File: src/rtl/apb_timer_pkg.sv
// ---------------------------------------------------------------------------
// apb_timer_pkg
// Shared definitions for the APB timer slave: register offsets (word index
// taken from paddr[4:2]), CTRL/STATUS bit positions and the APB phase FSM
// state type. Imported by apb_timer_slave and apb_down_counter.
// ---------------------------------------------------------------------------
package apb_timer_pkg;

    // Register word offsets (paddr[4:2])
    localparam logic [2:0] REG_CTRL     = 3'd0;
    localparam logic [2:0] REG_LOAD     = 3'd1;
    localparam logic [2:0] REG_COUNT    = 3'd2;
    localparam logic [2:0] REG_STATUS   = 3'd3;
    localparam logic [2:0] REG_SCRATCH0 = 3'd4;
    localparam logic [2:0] REG_SCRATCH1 = 3'd5;
    localparam logic [2:0] REG_SCRATCH2 = 3'd6;
    localparam logic [2:0] REG_SCRATCH3 = 3'd7;

    // CTRL bit positions
    localparam int CTRL_EN   = 0;
    localparam int CTRL_IE   = 1;
    localparam int CTRL_AUTO = 2;

    // STATUS bit positions (both write-1-to-clear)
    localparam int STS_EXP  = 0;
    localparam int STS_PERR = 1;

    // APB phase tracker. SETUP means a setup phase has been seen, so the
    // next cycle with penable is a legal access phase.
    typedef enum logic [1:0] {
        ST_IDLE   = 2'd0,
        ST_SETUP  = 2'd1,
        ST_ACCESS = 2'd2
    } apb_state_e;

endpackage

File: src/rtl/apb_down_counter.sv
// ---------------------------------------------------------------------------
// apb_down_counter
// Down counter with load-on-enable, auto-reload and a combinational expiry
// flag that is valid for the cycle whose closing edge performs the expiry.
//
// Ports:
//   clk          in   clock, all state on rising edge
//   rst          in   synchronous active-high reset
//   en           in   enable (CTRL.EN register value)
//   stop         in   EN is being written to 0 on this edge: hold everything
//   auto_reload  in   reload from load_val on expiry instead of stopping
//   load_val     in   reload value (LOAD register)
//   count        out  current count
//   expire       out  high in the cycle whose edge sees EN=1 and count==0
// ---------------------------------------------------------------------------
module apb_down_counter
    import apb_timer_pkg::*;
#(
    parameter int CNT_W = 32
) (
    input  logic             clk,
    input  logic             rst,
    input  logic             en,
    input  logic             stop,
    input  logic             auto_reload,
    input  logic [CNT_W-1:0] load_val,
    output logic [CNT_W-1:0] count,
    output logic             expire
);

    logic [CNT_W-1:0] count_q;
    logic             en_p1;   // EN delayed one cycle, used to spot 0->1
    logic             start;
    logic             run;

    // The first edge after EN rises only loads; counting starts one edge
    // later, so a stale COUNT of 0 is never mistaken for an expiry.
    always_comb begin
        start  = en && !en_p1 && !stop;
        run    = en && en_p1 && !stop;
        expire = run && (count_q == '0);
    end

    // ---- stage boundary: count register ----
    always_ff @(posedge clk) begin
        if (rst) begin
            count_q <= '0;
            en_p1   <= 1'b0;
        end else begin
            en_p1 <= en;
            if (start) begin
                count_q <= load_val;
            end else if (expire) begin
                // One-shot mode leaves COUNT at 0; the top clears EN.
                if (auto_reload) begin
                    count_q <= load_val;
                end
            end else if (run) begin
                count_q <= count_q - CNT_W'(1);
            end
        end
    end

    assign count = count_q;

endmodule

File: src/rtl/apb_timer_slave.sv
// ---------------------------------------------------------------------------
// apb_timer_slave
// APB slave with a programmable down-counting timer and four scratch
// registers. Zero wait states, combinational read data, registered irq.
//
// Register map (paddr[4:2]):
//   0 CTRL    RW  [0] EN, [1] IE, [2] AUTO
//   1 LOAD    RW  CNT_W bits, upper bits read 0
//   2 COUNT   RO  CNT_W bits, upper bits read 0
//   3 STATUS  W1C [0] EXP (timer expired), [1] PERR (access without setup)
//   4-7 SCRATCH0-3 RW
//
// Parameters:
//   CNT_W        counter/LOAD width, legal range 8..32
//   SCRATCH_RST  reset value of the scratch registers
//
// Ports:
//   hclk     in   clock, all state on rising edge
//   hreset   in   synchronous active-high reset
//   psel     in   this slave's select line
//   penable  in   APB access phase
//   pwrite   in   1 = write, 0 = read
//   paddr    in   byte address, only [4:2] decoded
//   pwdata   in   write data
//   prdata   out  read data (combinational, 0 when not reading)
//   irq      out  registered EXP & IE
// ---------------------------------------------------------------------------
module apb_timer_slave
    import apb_timer_pkg::*;
#(
    parameter int          CNT_W       = 32,
    parameter logic [31:0] SCRATCH_RST = 32'h0000_0000
) (
    input  logic        hclk,
    input  logic        hreset,
    input  logic        psel,
    input  logic        penable,
    input  logic        pwrite,
    input  logic [31:0] paddr,
    input  logic [31:0] pwdata,
    output logic [31:0] prdata,
    output logic        irq
);

    apb_state_e       state_q;
    apb_state_e       state_d;
    logic             acc_ok;     // legal access phase this cycle
    logic             prot_err;   // access phase without a preceding setup
    logic             wr_en;
    logic             ctrl_wr;
    logic             sts_wr;
    logic             stop;
    logic [2:0]       reg_idx;

    logic             ctrl_en;
    logic             ctrl_ie;
    logic             ctrl_auto;
    logic [CNT_W-1:0] load_q;
    logic             sts_exp;
    logic             sts_perr;
    logic [31:0]      scratch_q [4];
    logic             irq_q;

    logic [CNT_W-1:0] count;
    logic             expire;
    logic [31:0]      rd_data;

    // Address bits outside [4:2] are deliberately ignored.
    logic             unused_paddr;
    assign unused_paddr = ^{paddr[31:5], paddr[1:0]};

    assign reg_idx = paddr[4:2];

    // ---- stage boundary: APB phase FSM state register ----
    always_ff @(posedge hclk) begin
        if (hreset) begin
            state_q <= ST_IDLE;
        end else begin
            state_q <= state_d;
        end
    end

    // During the access phase the state register still reads SETUP; it
    // moves to ACCESS on the edge that completes the transfer.
    always_comb begin
        state_d  = state_q;
        acc_ok   = 1'b0;
        prot_err = 1'b0;
        case (state_q)
            ST_IDLE: begin
                if (psel && penable) begin
                    prot_err = 1'b1;
                end else if (psel) begin
                    state_d = ST_SETUP;
                end
            end
            ST_SETUP: begin
                if (psel && penable) begin
                    acc_ok  = 1'b1;
                    state_d = ST_ACCESS;
                end else if (!psel) begin
                    state_d = ST_IDLE;
                end
            end
            ST_ACCESS: begin
                if (psel && !penable) begin
                    state_d = ST_SETUP;
                end else begin
                    state_d = ST_IDLE;
                end
            end
            default: begin
                state_d = ST_IDLE;
            end
        endcase
    end

    always_comb begin
        wr_en   = acc_ok && pwrite;
        ctrl_wr = wr_en && (reg_idx == REG_CTRL);
        sts_wr  = wr_en && (reg_idx == REG_STATUS);
        // Clearing EN freezes COUNT on the very edge of the write.
        stop    = ctrl_wr && !pwdata[CTRL_EN];
    end

    apb_down_counter #(
        .CNT_W (CNT_W)
    ) u_counter (
        .clk         (hclk),
        .rst         (hreset),
        .en          (ctrl_en),
        .stop        (stop),
        .auto_reload (ctrl_auto),
        .load_val    (load_q),
        .count       (count),
        .expire      (expire)
    );

    // ---- stage boundary: register bank and irq ----
    always_ff @(posedge hclk) begin
        if (hreset) begin
            ctrl_en   <= 1'b0;
            ctrl_ie   <= 1'b0;
            ctrl_auto <= 1'b0;
            load_q    <= '0;
            sts_exp   <= 1'b0;
            sts_perr  <= 1'b0;
            irq_q     <= 1'b0;
            for (int i = 0; i < 4; i++) begin
                scratch_q[i] <= SCRATCH_RST;
            end
        end else begin
            // One-shot expiry drops EN; a CTRL write on the same edge wins.
            if (expire && !ctrl_auto) begin
                ctrl_en <= 1'b0;
            end
            if (wr_en) begin
                case (reg_idx)
                    REG_CTRL: begin
                        ctrl_en   <= pwdata[CTRL_EN];
                        ctrl_ie   <= pwdata[CTRL_IE];
                        ctrl_auto <= pwdata[CTRL_AUTO];
                    end
                    REG_LOAD: begin
                        load_q <= pwdata[CNT_W-1:0];
                    end
                    REG_SCRATCH0, REG_SCRATCH1, REG_SCRATCH2, REG_SCRATCH3: begin
                        scratch_q[reg_idx[1:0]] <= pwdata;
                    end
                    default: begin
                        // COUNT is read-only; STATUS is handled below.
                    end
                endcase
            end
            // New events take priority over a simultaneous W1C.
            sts_exp  <= (sts_exp  && !(sts_wr && pwdata[STS_EXP]))  || expire;
            sts_perr <= (sts_perr && !(sts_wr && pwdata[STS_PERR])) || prot_err;
            irq_q    <= sts_exp && ctrl_ie;
        end
    end

    assign irq = irq_q;

    // Read mux; an access phase arriving without setup returns 0.
    always_comb begin
        rd_data = '0;
        case (reg_idx)
            REG_CTRL: begin
                rd_data[CTRL_EN]   = ctrl_en;
                rd_data[CTRL_IE]   = ctrl_ie;
                rd_data[CTRL_AUTO] = ctrl_auto;
            end
            REG_LOAD: begin
                rd_data = 32'(load_q);
            end
            REG_COUNT: begin
                rd_data = 32'(count);
            end
            REG_STATUS: begin
                rd_data[STS_EXP]  = sts_exp;
                rd_data[STS_PERR] = sts_perr;
            end
            default: begin
                rd_data = scratch_q[reg_idx[1:0]];
            end
        endcase
        if (psel && !pwrite && !((state_q == ST_IDLE) && penable)) begin
            prdata = rd_data;
        end else begin
            prdata = '0;
        end
    end

endmodule

File: config.mk
export PLATFORM = sky130hd
export DESIGN_NAME = apb_timer_slave
export DESIGN_NICKNAME = d
export VERILOG_FILES = /design/src/rtl/apb_timer_pkg.sv /design/src/rtl/apb_down_counter.sv /design/src/rtl/apb_timer_slave.sv
export SDC_FILE = /design/constraint.sdc
export NUM_CORES = 1
export LEC_CHECK = 0
export CORE_ASPECT_RATIO = 0.5
export CORE_UTILIZATION = 52
export DETAILED_ROUTE_END_ITERATION = 6
export GPL_TIMING_DRIVEN = 1
export PLACE_DENSITY = 0.77
export SETUP_SLACK_MARGIN = 0.1
export SYNTH_ARGS = -nofsm -noshare
export SYNTH_HDL_FRONTEND = slang
export SYNTH_SLANG_ARGS = --single-unit
File: constraint.sdc
create_clock -name hclk -period 4.2 [get_ports hclk]
set_input_delay 1.26 -clock hclk [delete_from_list [all_inputs] [get_ports hclk]]
set_output_delay 1.26 -clock hclk [all_outputs]
set_load 0.005 [all_outputs]
==> results.cfg, run 1 <==
[run_status]
status = complete, no violations

[route]
first_pass_iters = 7
ant_nets = 0
wl_per_cell_um = 22.02
routed_wirelength_mm = 28.96
vias = 8214
drc = 0
drtIter0Drc = 1079
routed_via_density = 6.246

[placed_design]
dp_cells = 1275
dp_slack_ns = -0.05202
dp_hpwl_mm = 19.34
place_congestion = 0.9866
numPortBuffers = 72

[grt]
grt_use_met2 = 0.4198
grt.met1_usage = 0.4362
grt-busiest-layer = met1
grt_max_degree = 40
grt.overflow.total = 0
grtUsageMet3 = 0.09563
antenna_found_initial = 0
grt_usage = 0.2933
grt_first_pass_wirelength_mm = 43.43
grt_pass1_vias = 7555

[critical_path]
crit_buf_inv = 4
worstSetupEndpointType = primary output
crit_slowest_cell = clkdlybuf4s50_1
crit_chain = clkdlybuf4s50_1, nand2_2, nand3b_1, buf_4, buf_12, nor2_2, clkdlybuf4s50_1
cp.arrival_ns = 2.88
critPathTopFamily = buffers and inverters
critPathKind = input port to primary output
cp_max_fo = 9
cp_common_cell = clkdlybuf4s50_1
cp-start-kind = input port
critPathMaxStageDelay_ns = 0.52
cp_data_required_time_ns = 2.94

[logic_synthesis]
synth_top_area_share = 0.3903
synthMuxAreaShare = 0.08538
synth_fa_ha_area_frac = 0.001270
ys.flop_type = edfxtp_1
synth.avg_cell_area_um2 = 10.12
synth_edf_count = 128
yosysTopAreaCell = edfxtp_1
synth_simple_gate_area_frac = 0.1906
synthXorXnorAreaFrac = 0
syn_nets = 1043
synth-seq-cells = 201
syn_area_um2 = 9848
synth.area.top_cells = edfxtp_1 39%, dfxtp_1 15%, mux4_2 7.8%
synth_top_family_by_area = simple AND/OR/NAND/NOR gates
syn_inst = 973
synth_cell_types = 59
synth_compound_area_frac = 0.1349
yosysSeqAreaShare = 0.5387
async_reset_ff_frac = 0
yosys_warnings = 0

[pwr]
p_leak_uw = 0.004781
peakVddDrop_uv = 227.1
powerDensity_nw_per_um2 = 348.6

[sta]
rsz0062_at_grt = true
fin_crit_sh = 0.9867
fin_ws_ns = 0.05569
max_freq_ghz = 0.2413
relSlewSlack = 0.3364
worst_pin_slew_ns = 0.9863
worst_clock_skew_ns = 0.01014
setup_violations = 0
whs_ns = 0.4705
hold_violations = 0
maxSlewViolCount = 0
min_period_ns = 4.144
tns_ns = 0

[job]
timing.max_cap.violations = 0

[cells_and_area]
register_area_um2 = 5305
final_util = 0.6493
fillers = 1380
antennaDiodeCount = 0
area_growth_pct = 21.84
multi_input_area_um2 = 4225
drive_above_1_share = 0.1667
stdcell_count = 1315
nets = 1113

[clock_tree]
cts_tree = yes
root_buffer = clkbuf_16
cts-buffers-inserted = 19
numClockSinks = 201
worst_skew_pair.late_latency_ns = 0.50
holdBufCountCts = 0
clock_path_buffers = 3
cts_max_level = 1
clkTransAtPathRegs_ns = 0.07

[floorplan]
start_util = 0.5329
fp-row-count = 35
die_area_um2 = 19530
chipHeight_um = 99.31
die_w_um = 196.6
coreArea_um2 = 18480
ios = 102

[worst_hold_path]
hp-class = flip-flop to flip-flop
[cell usage in the layout (no fill, tap or decap), types with 11 or more instances in the layout]
cell type	instances
nor2_1	134
edfxtp_1	128
nand2_1	121
a21oi_1	92
dfxtp_1	73
clkdlybuf4s50_1	46
inv_1	43
and2_1	40
mux4_2	34
buf_4	32
a22oi_1	24
o21ai_0	22
dlymetal6s2s_1	22
clkbuf_16	21
and3_1	13
buf_12	12
nor3_1	11
nor4_1	11
[layout make-up]
type / count / share of cell area
flip-flops and latches: 201 / 0.4421
multi-input cells: 655 / 0.3521
repair buffers: 123 / 0.1146
clock buffers: 20 / 0.03994
well taps: 259 / 0.02701
inverters: 43 / 0.01345
clock inverters: 14 / 0.01074
[cells in the mapped netlist (7+ instances only)]
| library cell | number |
|---|---|
| a21oi_1 | 101 |
| a22oi_1 | 31 |
| and2_1 | 40 |
| and3_1 | 13 |
| clkbuf_1 | 61 |
| dfxtp_1 | 73 |
| edfxtp_1 | 128 |
| inv_1 | 43 |
| mux4_2 | 34 |
| nand2_1 | 122 |
| nand3_1 | 9 |
| nor2_1 | 143 |
| nor3_1 | 11 |
| nor4_1 | 12 |
| o21ai_0 | 22 |
| o32ai_1 | 10 |
| or2_2 | 7 |
| or4_1 | 7 |
[registers in the layout (all words and copies together) (netlist names), 2 cells and up]
name	flops
load_q	32
scratch_q	128
u_counter.count	32
state_q	2
[report_power, final]
| part | leakage [uW] | switching [uW] | internal, uW | total (uW) |
|---|---|---|---|---|
| combinational | 0.00253 | 172 | 136 | 307 |
| sequential | 0.00196 | 10.6 | 2130 | 2140 |
| clock | 0.000285 | 782 | 958 | 1740 |
| total | 0.00478 | 964 | 3220 | 4180 |
[final timing paths]
kind	slack [ns]	start	cells after the start	endpoint
hold / removal	0.47	load_q[26]	2	load_q[26]
setup reg to reg	0.89	u_counter.count[0]	9	u_counter.count[31]
hold reg to reg	0.47	load_q[26]	2	load_q[26]
setup / recovery	0.06	penable	7	prdata[17]
[routing by layer]
layer	wire length, um	part of all wire
met2	12440	0.43
met5	0	0
met1	12350	0.43
met4	451	0.016
met3	3717	0.13
[worst register-to-register path, stage by stage (launching register included)]
cell	delay [ns]
dfxtp_1	0.39
inv_1	0.11
ha_1	0.24
nor4b_2	0.35
nand4_1	0.45
o31ai_4	0.86
buf_4	0.39
a31o_2	0.16
a21oi_1	0.07
a211oi_1	0.21
[metrics by stage]
stage / power, uW / instance area [um2]
2_1_floorplan: 2308 / 9858
3_5_place_dp: 2456 / 11080
5_1_grt: 4271 / 12000
6_report: 4183 / 12000
4_1_cts: 4155 / 11770
3_3_place_gp: 2451 / 11080
[logic make-up (layout without fill, tap and decap cells)]
kind of cell	after synthesis	after routing
buffers and inverters	117	200
flip-flops	201	201
multiplexers	41	41
AO/OA/AOI/OAI	214	214
adder cells (fa/ha/maj)	1	1
AND/OR/NAND/NOR	399	399
[timing repair]
item,CTS,global route
endpoints found under the hold margin,0,0
setup endpoints to repair,32,32
gates resized for setup,14,51
cloned,1,2
buffers inserted,1,2
pin swaps,0,6
(Power assumes the default switching activity.)
==> run 2: changes to the inputs <==
--- a/config.mk
+++ b/config.mk
@@ -5,6 +5,7 @@
 export SDC_FILE = /design/constraint.sdc
 export NUM_CORES = 1
 export LEC_CHECK = 0
+export ABC_AREA = 1
 export CORE_ASPECT_RATIO = 0.5
 export CORE_UTILIZATION = 52
 export DETAILED_ROUTE_END_ITERATION = 6
==> results.cfg, run 2 <==
[run_status]
status = complete, no violations

[route]
vias = 8879
ant_nets = 0
routed_wirelength_mm = 29.57
wl_per_cell_um = 20.42
drc = 0
routed_via_density = 6.132
drtIter0Drc = 1326
first_pass_iters = 7

[clock_tree]
cts_tree = yes
cts-buffers-inserted = 19
cts_max_level = 1
numClockSinks = 201
root_buffer = clkbuf_16
clock_path_buffers = 3
holdBufCountCts = 0
clkTransAtPathRegs_ns = 0.06
worst_skew_pair.late_latency_ns = 0.50

[worst_hold_path]
hold_start = ctrl_ie
hp-class = flip-flop to flip-flop
hold_depth = 2

[sta]
min_period_ns = 4.122
hold_violations = 0
whs_ns = 0.4666
fin_crit_sh = 0.9815
worst_clock_skew_ns = 0.008899
setup_violations = 0
worst_pin_slew_ns = 0.6751
maxSlewViolCount = 0
relSlewSlack = 0.5483
rsz0062_at_grt = true
max_freq_ghz = 0.2426

[logic_synthesis]
ys.flop_type = edfxtp_1
synth.area.top_cells = edfxtp_1 40%, dfxtp_1 15%, nor2_1 9.9%
synth.avg_cell_area_um2 = 8.712
yosysMostFrequentCell = nor2_1
synth_cell_types = 35
synthTopCellsByCount = 255 x nor2_1, 128 x edfxtp_1, 125 x nand2_1
yosys_warnings = 0
syn_inst = 1115
synth-seq-cells = 201
syn_area_um2 = 9714
yosysSeqAreaShare = 0.5461
yosysTopAreaCell = edfxtp_1
synth_top_area_share = 0.3957
synth_edf_count = 128
syn_nets = 1185
async_reset_ff_frac = 0

[grt]
grt_first_pass_wirelength_mm = 45.91
grt.overflow.total = 0
antenna_found_initial = 0
grt_usage = 0.3098
grt_max_degree = 60
grt_pass1_vias = 8371

[cells_and_area]
fillers = 1358
drive_above_1_share = 0.1211
antennaDiodeCount = 0
mostFrequentLayoutCells = 243 x nor2_1, 128 x edfxtp_1, 123 x nand2_1
largest-register = scratch_q
largest_reg_flops = 128
mostFrequentLayoutCell = nor2_1
area_growth_pct = 22.48
design_area_um2 = 11900
nets = 1271

[floorplan]
start_util = 0.5450
fp-row-count = 34
die_w_um = 195.3
ios = 102
coreArea_um2 = 17820
chipHeight_um = 98.65
die_area_um2 = 19260

[pwr]
peakVddDrop_uv = 243.7
powerDensity_nw_per_um2 = 369.9
p_leak_uw = 0.005082
power_uw = 4401

[critical_path]
worstSetupEndpointType = primary output
cp_data_required_time_ns = 2.94
critPathKind = input port to primary output
worstReg2RegStart = u_counter.count[0]
worstSetupStartpoint = paddr[2]
cp-start-kind = input port
cp.arrival_ns = 2.86
reg2reg_depth = 11
cp_max_fo = 13

[placed_design]
dp_hpwl_mm = 20.05
place_congestion = 0.9322
placed_area_um2 = 10980
numPortBuffers = 72

[job]
timing.max_cap.violations = 0
## run 2: changes by cell type in the layout (fill, tap and decap cells not counted), moves of 24 or more
| cell | delta |
|---|---|
| a221oi_1 | +28 |
| a21oi_1 | -49 |
| a22oi_1 | -24 |
| o21ai_1 | +32 |
| o22ai_1 | +58 |
| o21ai_0 | +46 |
| mux4_2 | -34 |
| nor2_1 | +109 |
| nor3_1 | +45 |
| nand3_1 | +27 |
| and2_1 | -39 |
## run 2: routing by layer
metal	wire (um)	vias to the layer above	GRT usage	share of wire
li1	-	4041	-	-
met1	12410	4246	0.4522	0.42
met2	12870	537	0.4679	0.44
met3	3717	55	0.07016	0.13
met4	564	0	0.07571	0.019
met5	0	-	0	0
## run 2: final timing paths
check	slack (ns)	endpoint
setup / recovery	0.08	prdata[12]
hold / removal	0.47	irq
setup reg to reg	1.60	u_counter.count[22]
hold reg to reg	0.47	irq
## run 2: power breakdown
group	internal, uW	switching, uW	leakage (uW)	total [uW]
Combinational	160	244	0.00288	403
Clock	1080	760	0.000319	1840
Sequential	2140	18.0	0.00188	2160
Total	3380	1020	0.00508	4400
## run 2: area by class of cell
type / count / area [um2] / share of cell area
Sequential cell: 201 / 5305 / 0.4459
Inverter: 64 / 250.2 / 0.02103
Multi-Input combinational cell: 775 / 3921 / 0.3296
Timing Repair Buffer: 140 / 1475 / 0.1240
Clock buffer: 26 / 531.8 / 0.04469
Tap cell: 234 / 292.8 / 0.02461
Clock inverter: 8 / 121.4 / 0.01020
## run 2: kinds of logic after synthesis
group	synth area share
fa+ha+maj	0.001288
compound gates	0.1479
flops	0.5461
buf+inv	0.06182
simple gates	0.2186
xor+xnor	0.02434
## run 2: worst max-delay path, cell delays in order
cell and delay, ns:
buf_4 0.14, inv_2 0.10, nor2_4 0.06, inv_4 0.12, buf_12 0.15, o22ai_1 0.09
nor2_2 0.18, o21ai_0 0.13, nor2_1 0.11, clkdlybuf4s50_1 0.52
## run 2: what timing repair did
action                                  CTS  global route
gates resized for setup                  59            25
pin swaps                                17            10
endpoints found under the setup margin   32            17
setup buffers                             5             2
gates cloned                              1             1
## run 2: per-stage QoR
step           setup TNS [ns]  cells  setup slack (ns)    util
2_1_floorplan               0   1115            0.6147       -
3_3_place_gp           -11.34   1405           -0.4745  0.6162
3_5_place_dp           -11.98   1405           -0.4965  0.6162
4_1_cts                     0   1445           0.02601  0.6613
5_1_grt                     0   1448           0.02531  0.6675
6_report                    0   1448           0.07771  0.6675
